===== config.mk =====
export PLATFORM = sky130hd
export DESIGN_NAME = dportrom_rr_arbiter
export DESIGN_NICKNAME = d
export VERILOG_FILES = /design/src/rtl/dportrom_rr_arbiter.sv
export SDC_FILE = /design/constraint.sdc
export NUM_CORES = 1
export LEC_CHECK = 0
export ABC_AREA = 1
export CAP_MARGIN = 20
export CORE_AREA = 2 2 171 173
export DETAILED_ROUTE_END_ITERATION = 10
export DIE_AREA = 0 0 173 175
export GPL_TIMING_DRIVEN = 0
export HOLD_SLACK_MARGIN = 0.02
export PLACE_DENSITY = 0.86
export SETUP_SLACK_MARGIN = 0.02
export SYNTH_ARGS = -nofsm -noshare
export SYNTH_HDL_FRONTEND = slang
export SYNTH_SLANG_ARGS = --single-unit

===== constraint.sdc =====
create_clock -name clk -period 42.5 [get_ports clk]
set_clock_uncertainty 0.15 [all_clocks]
set_input_delay 12.75 -clock clk [delete_from_list [all_inputs] [get_ports clk]]
set_output_delay 12.75 -clock clk [all_outputs]
set_load 0.01 [all_outputs]

===== src/rtl/dportrom_rr_arbiter.sv =====
// Round-robin arbiter sharing the two read ports of a registered-read dual-port ROM among NREQ requesters.
// Optional DPROM_ARB_COALESCE_EN: requesters with the same address as a granted port ride along on that port.
module dportrom_rr_arbiter #(
    parameter int unsigned NREQ = 4,
    parameter int unsigned AW   = 8,
    parameter int unsigned DW   = 64
) (
    input  logic                 clk,
    input  logic                 rst,
    input  logic [NREQ-1:0]      req_valid,
    input  logic [NREQ*AW-1:0]   req_addr,
    output logic [NREQ-1:0]      req_ready,
    output logic [NREQ-1:0]      rsp_valid,
    output logic [NREQ*DW-1:0]   rsp_data,
    output logic [AW-1:0]        rom_addr_a,
    output logic [AW-1:0]        rom_addr_b,
    input  logic [DW-1:0]        rom_q_a,
    input  logic [DW-1:0]        rom_q_b
);

    localparam int unsigned PW = 3;
    localparam int unsigned IW = (NREQ > 1) ? $clog2(NREQ) : 1;

    logic [PW-1:0]     ptr_q, ptr_d;
    logic [NREQ-1:0]   gnt_a, gnt_b;
    logic [NREQ-1:0]   gnt_a_q, gnt_b_q;
    logic [NREQ-1:0]   rsp_valid_q;
    logic [NREQ*DW-1:0] rsp_data_q, rsp_data_d;
    logic [AW-1:0]     addr_a, addr_b;
    logic [AW-1:0]     addr_arr [NREQ];

    always_comb begin
        for (int unsigned i = 0; i < NREQ; i++) begin
            addr_arr[i] = req_addr[i*AW +: AW];
        end
    end

    // Scan from ptr: first valid takes port A, next (distinct-address when coalescing) takes port B.
    always_comb begin
        logic        found_a;
        logic        found_b;
        logic [IW-1:0] idx;
        int unsigned last;
        gnt_a   = '0;
        gnt_b   = '0;
        addr_a  = '0;
        addr_b  = '0;
        found_a = 1'b0;
        found_b = 1'b0;
        idx     = '0;
        last    = 0;
        ptr_d   = ptr_q;
        for (int unsigned k = 0; k < NREQ; k++) begin
            idx = IW'((32'(ptr_q) + k) % NREQ);
            if (req_valid[idx]) begin
                if (!found_a) begin
                    found_a    = 1'b1;
                    gnt_a[idx] = 1'b1;
                    addr_a     = addr_arr[idx];
                    last       = k;
                end
`ifdef DPROM_ARB_COALESCE_EN
                else if (addr_arr[idx] == addr_a) begin
                    gnt_a[idx] = 1'b1;
                    last       = k;
                end
`endif
                else if (!found_b) begin
                    found_b    = 1'b1;
                    gnt_b[idx] = 1'b1;
                    addr_b     = addr_arr[idx];
                    last       = k;
                end
`ifdef DPROM_ARB_COALESCE_EN
                else if (addr_arr[idx] == addr_b) begin
                    gnt_b[idx] = 1'b1;
                    last       = k;
                end
`endif
            end
        end
        if (found_a) begin
            ptr_d = PW'((32'(ptr_q) + last + 1) % NREQ);
        end
    end

    assign req_ready  = rst ? '0 : (gnt_a | gnt_b);
    assign rom_addr_a = rst ? '0 : addr_a;
    assign rom_addr_b = rst ? '0 : addr_b;

    // ROM words arrive one cycle after the accept; steer each to the slot that was granted.
    always_comb begin
        rsp_data_d = rsp_data_q;
        for (int unsigned i = 0; i < NREQ; i++) begin
            if (gnt_a_q[i]) begin
                rsp_data_d[i*DW +: DW] = rom_q_a;
            end else if (gnt_b_q[i]) begin
                rsp_data_d[i*DW +: DW] = rom_q_b;
            end
        end
    end

    always_ff @(posedge clk or posedge rst) begin
        if (rst) begin
            ptr_q       <= '0;
            gnt_a_q     <= '0;
            gnt_b_q     <= '0;
            rsp_valid_q <= '0;
            rsp_data_q  <= '0;
        end else begin
            ptr_q       <= ptr_d;
            gnt_a_q     <= gnt_a;
            gnt_b_q     <= gnt_b;
            rsp_valid_q <= gnt_a_q | gnt_b_q;
            rsp_data_q  <= rsp_data_d;
        end
    end

    assign rsp_valid = rsp_valid_q;
    assign rsp_data  = rsp_data_q;

endmodule


==> results <==
- The CTS tree is built.
- The smallest clock period supported by the final layout is computed as 28440 ps.
- The layout filler cell count is roughly 2300.
- The worst register-to-register path ends at ptr_q[1].
- The cell area after placement is 17250 µm².
- For the pin with the worst max-slew slack, the measured transition is roughly 1100 ps.
- In the post-synthesis netlist, the cell with the most instances is sky130_fd_sc_hd__dfrtp_1.
- The number of hold violations in the final report is 0.
- Power spread over the standard cell area amounts to 94.43 nW/µm².
- Setup repair after global routing left no endpoint under its margin.
- The peak supply drop is roughly 48 µV.
- The net total in the final layout is 1981.
- Hold timing on the final database bottoms out at a slack of about 410 ps.
- For this design the static power due to leakage is about 0.0074 µW.
- 446 I/O pins were placed.
- Entering global routing, the biggest net connects 64 pins.
- The worst hold path stage count is 2.
- Before antenna repair, the detailed router went through 6 iterations.
- The die covers 30280 µm².
- Registers take 6756 µm².
- Gates resized during post-CTS repair numbered 0.
- Clock latency on the worst-skew pair, taken at its later pin, is 520 ps.
- The startpoint type of the worst setup path is an input port.
- In this run the remaining antenna-violating nets after routing total 0.
- Summing all multi-input logic gate instances after layout gives between 4000 and 5000 µm².
- The final cell utilization of the core is a little under two thirds.
- The H-tree depth is 1.
- Synthesis handed over a netlist of approximately 1300 instances.
- The overall routing resource usage is between 30% and 40%.
- No sink is reached through more buffers than the 3 on the longest clock path.
- The finished cells cover ~18000 µm².
- Buffers inserted to repair hold after CTS numbered 0.
- For this run, the number of Yosys warnings is 0.
- The setup TNS after final layout is 0 ps.
- The share of Yosys cell area claimed by the top area cell type is between 50 and 60%.
- The count of flip-flops with a built-in enable after synthesis is 0.
- The number of antenna violations at the first check in global routing is 0.
- In this run the most critical hold path is launched from rsp_data[193].
- The worst register-to-register path has a setup slack of a little under 40000 ps.
- The row count is 62.
- The power after layout is ~1700 µW.
- The average instance area after synthesis is approximately 9.2 µm².
- The most used flip-flop cell after synthesis is sky130_fd_sc_hd__dfrtp_1.
- The tightest min-delay check is of the register to register type.
- Input and output buffers added on the ports amount to 445.
- The core footprint is ~28000 µm².
- CTS saw 270 sinks.
- For this run, the register share of the synthesized area comes to between 50% and 60%.
- In this run the tightest slew margin relative to its limit is 29.63%.
- The highest clock rate is between 30 and 40 MHz.
- The global-route wire length before repair is roughly 80000 µm.
- Detailed placement ended at an HPWL of around 39000 µm.
- The share of final-layout standard cells stronger than drive strength 1 is 5.525%.
- The worst reg2reg path depth is 18.
- The max-slew violation count was 0.
- In the final routed layout, each cell accounts on average for approximately 24 µm.
- The category of the most critical setup path is input port to primary output.
- The netlist area before placement is ~12000 µm².
- The kind of end point of the critical path is a primary output.
- Setup violations remaining at the end of the flow were counted as 0.
- The number of different library cells used by synthesis comes to 28.
- The CTS buffer count is 27.
- The share of the clock period used by the worst path after layout is around 67%.
- For the worst setup path, the data required time is approximately 30000 ps.
- Relative to the synthesized area, the layout overhead comes to 48.55%.
- The tool flagged a number of max-cap violations equal to 0.
- Sorting the synthesized cells by how often they occur yields sky130_fd_sc_hd__dfrtp_1 (270), sky130_fd_sc_hd__o22ai_1 (256), sky130_fd_sc_hd__a21oi_1 (216).
- The run finished with clean final reports.
- The post-detailed-route DRC marker count is 0.
- The post-synthesis cell type with the largest combined area is sky130_fd_sc_hd__dfrtp_1.
- The aggregate routed wire length is approximately 53000 µm.
- The launch instance of the worst register-to-register path is ptr_q[1].
- The iteration-0 DRC count of the detailed router is 1654.
- The die width is about 170 µm.
- In this run the worst path has a maximum fanout of 61.
- The net count after synthesis is roughly 1500.
- The number of global-route vias before repair is 13500.
- The total number of vias is about 14000.
- For this configuration, the core starts out at a cell density of around 43%.
- The clock root buffer is sky130_fd_sc_hd__clkbuf_16.
- The start point of the critical path is rst.
- The buffers inserted during post-CTS setup optimization is 0.
- The clock-pin slew of the registers on the worst-case setup and hold paths is about 60 ps.
- The number of flip-flops and latches in the synthesized netlist is 270.
- Measured along the y axis, the die boundary spans approximately 180 µm.
- The antenna diode count is 0.
- By area the synthesized netlist is led by sky130_fd_sc_hd__dfrtp_1 (55%), sky130_fd_sc_hd__o22ai_1 (13%), sky130_fd_sc_hd__a21oi_1 (8.9%), sky130_fd_sc_hd__nand2_1 (3.6%), sky130_fd_sc_hd__inv_1 (3.1%).
- At the end of routability-driven placement, the weighted congestion stood at 0.9417.
- In the routed layout, each cell is associated on average with a via count of between 6 and 7.
- For this run the aggregate overflow at the end of global routing stands at 0.
- For the worst setup path, the data arrival time is roughly 16000 ps.
- The post-synthesis async set-or-reset flop share is 100.0%.
- The end of the worst hold path is rsp_data[193].
[flip-flops by register name, summed over array words and instances, names as in the netlist]
name,flops
gnt_a_q,4
ptr_q,2
rsp_valid,4
gnt_b_q,4
rsp_data,256
[layout make-up]
type	count	area share, %
plain buffers	103	2.422
clock buffers	40	4.327
clock inverters	7	0.4693
inverters	113	2.353
multi-input cells	845	25.29
flip-flops and latches	270	37.27
well taps	384	2.650
repair buffers	450	25.22
[power by group]
group	switching [µW]	internal, µW
sequential	86.3	387
combinational	569	433
clock	98.1	139
total	753	959
[worst max-delay path: stages]
cell	delay [ps]
sky130_fd_sc_hd__clkdlybuf4s50_1	570
sky130_fd_sc_hd__inv_1	250
sky130_fd_sc_hd__clkbuf_4	530
sky130_fd_sc_hd__buf_16	340
sky130_fd_sc_hd__o21ai_1	120
sky130_fd_sc_hd__a21oi_1	340
sky130_fd_sc_hd__clkdlybuf4s50_1	620
[cell usage in the layout, fill, tap and decap left out]
cell / instances
sky130_fd_sc_hd__nand3_2: 4
sky130_fd_sc_hd__buf_16: 4
sky130_fd_sc_hd__clkbuf_1: 78
sky130_fd_sc_hd__clkbuf_8: 6
sky130_fd_sc_hd__o21ai_0: 64
sky130_fd_sc_hd__inv_4: 1
sky130_fd_sc_hd__a21oi_1: 216
sky130_fd_sc_hd__buf_4: 6
sky130_fd_sc_hd__ha_1: 5
sky130_fd_sc_hd__o21ai_1: 13
sky130_fd_sc_hd__o211ai_1: 4
sky130_fd_sc_hd__buf_2: 6
sky130_fd_sc_hd__nor2_1: 52
sky130_fd_sc_hd__bufinv_16: 2
sky130_fd_sc_hd__nand3_4: 1
sky130_fd_sc_hd__clkinv_2: 5
sky130_fd_sc_hd__inv_2: 10
sky130_fd_sc_hd__dfrtp_1: 270
sky130_fd_sc_hd__nand3_1: 20
sky130_fd_sc_hd__nor3_2: 2
sky130_fd_sc_hd__clkbuf_4: 1
sky130_fd_sc_hd__buf_6: 3
sky130_fd_sc_hd__inv_1: 102
sky130_fd_sc_hd__nor2_4: 4
sky130_fd_sc_hd__nand2_4: 3
sky130_fd_sc_hd__buf_1: 17
sky130_fd_sc_hd__clkbuf_16: 27
sky130_fd_sc_hd__nand2_1: 117
sky130_fd_sc_hd__nand2_2: 9
sky130_fd_sc_hd__clkdlybuf4s50_1: 445
sky130_fd_sc_hd__a31oi_1: 55
sky130_fd_sc_hd__nand4_1: 6
sky130_fd_sc_hd__o21a_1: 7
sky130_fd_sc_hd__or2_2: 7
sky130_fd_sc_hd__o22ai_1: 256
[cell families (layout without fill, tap and decap cells)]
family          count (synthesis)  in the layout  share of synthesized area, %
compound gates                615            615                         28.63
fa+ha+maj                       5              5                        0.5126
buf+inv                       216            713                         7.064
flops                         270            270                         55.36
simple gates                  225            225                         8.427
[per-stage QoR]
step           instances  setup WS (ps)
2_1_floorplan       1331           7499
5_1_grt             2212          13890
6_report            2212          14060
3_5_place_dp        2164          14030
4_1_cts             2211          14020
3_3_place_gp        2160           3091
[routing by layer]
metal / wire length, µm / vias to the layer above / part of all wire (%) / GRT usage, %
met5: 0 / - / 0 / 0
met4: 3221 / 0 / 6.0 / 19.10
met3: 5903 / 207 / 11 / 7.398
met2: 25430 / 1033 / 48 / 56.57
met1: 18880 / 6636 / 35 / 41.60
li1: - / 5808 / - / -
[how the worst max path moves through the flow]
stage	to	depth (start not counted)
3_5_place_dp	rom_addr_a[7]	7
6_report	rom_addr_a[7]	7
2_1_floorplan	rom_addr_a[5]	4
3_3_place_gp	rom_addr_a[5]	6
5_1_grt	rom_addr_a[7]	7
4_1_cts	rom_addr_a[7]	7
No activity file was read; power rests on OpenSTA's default activity.
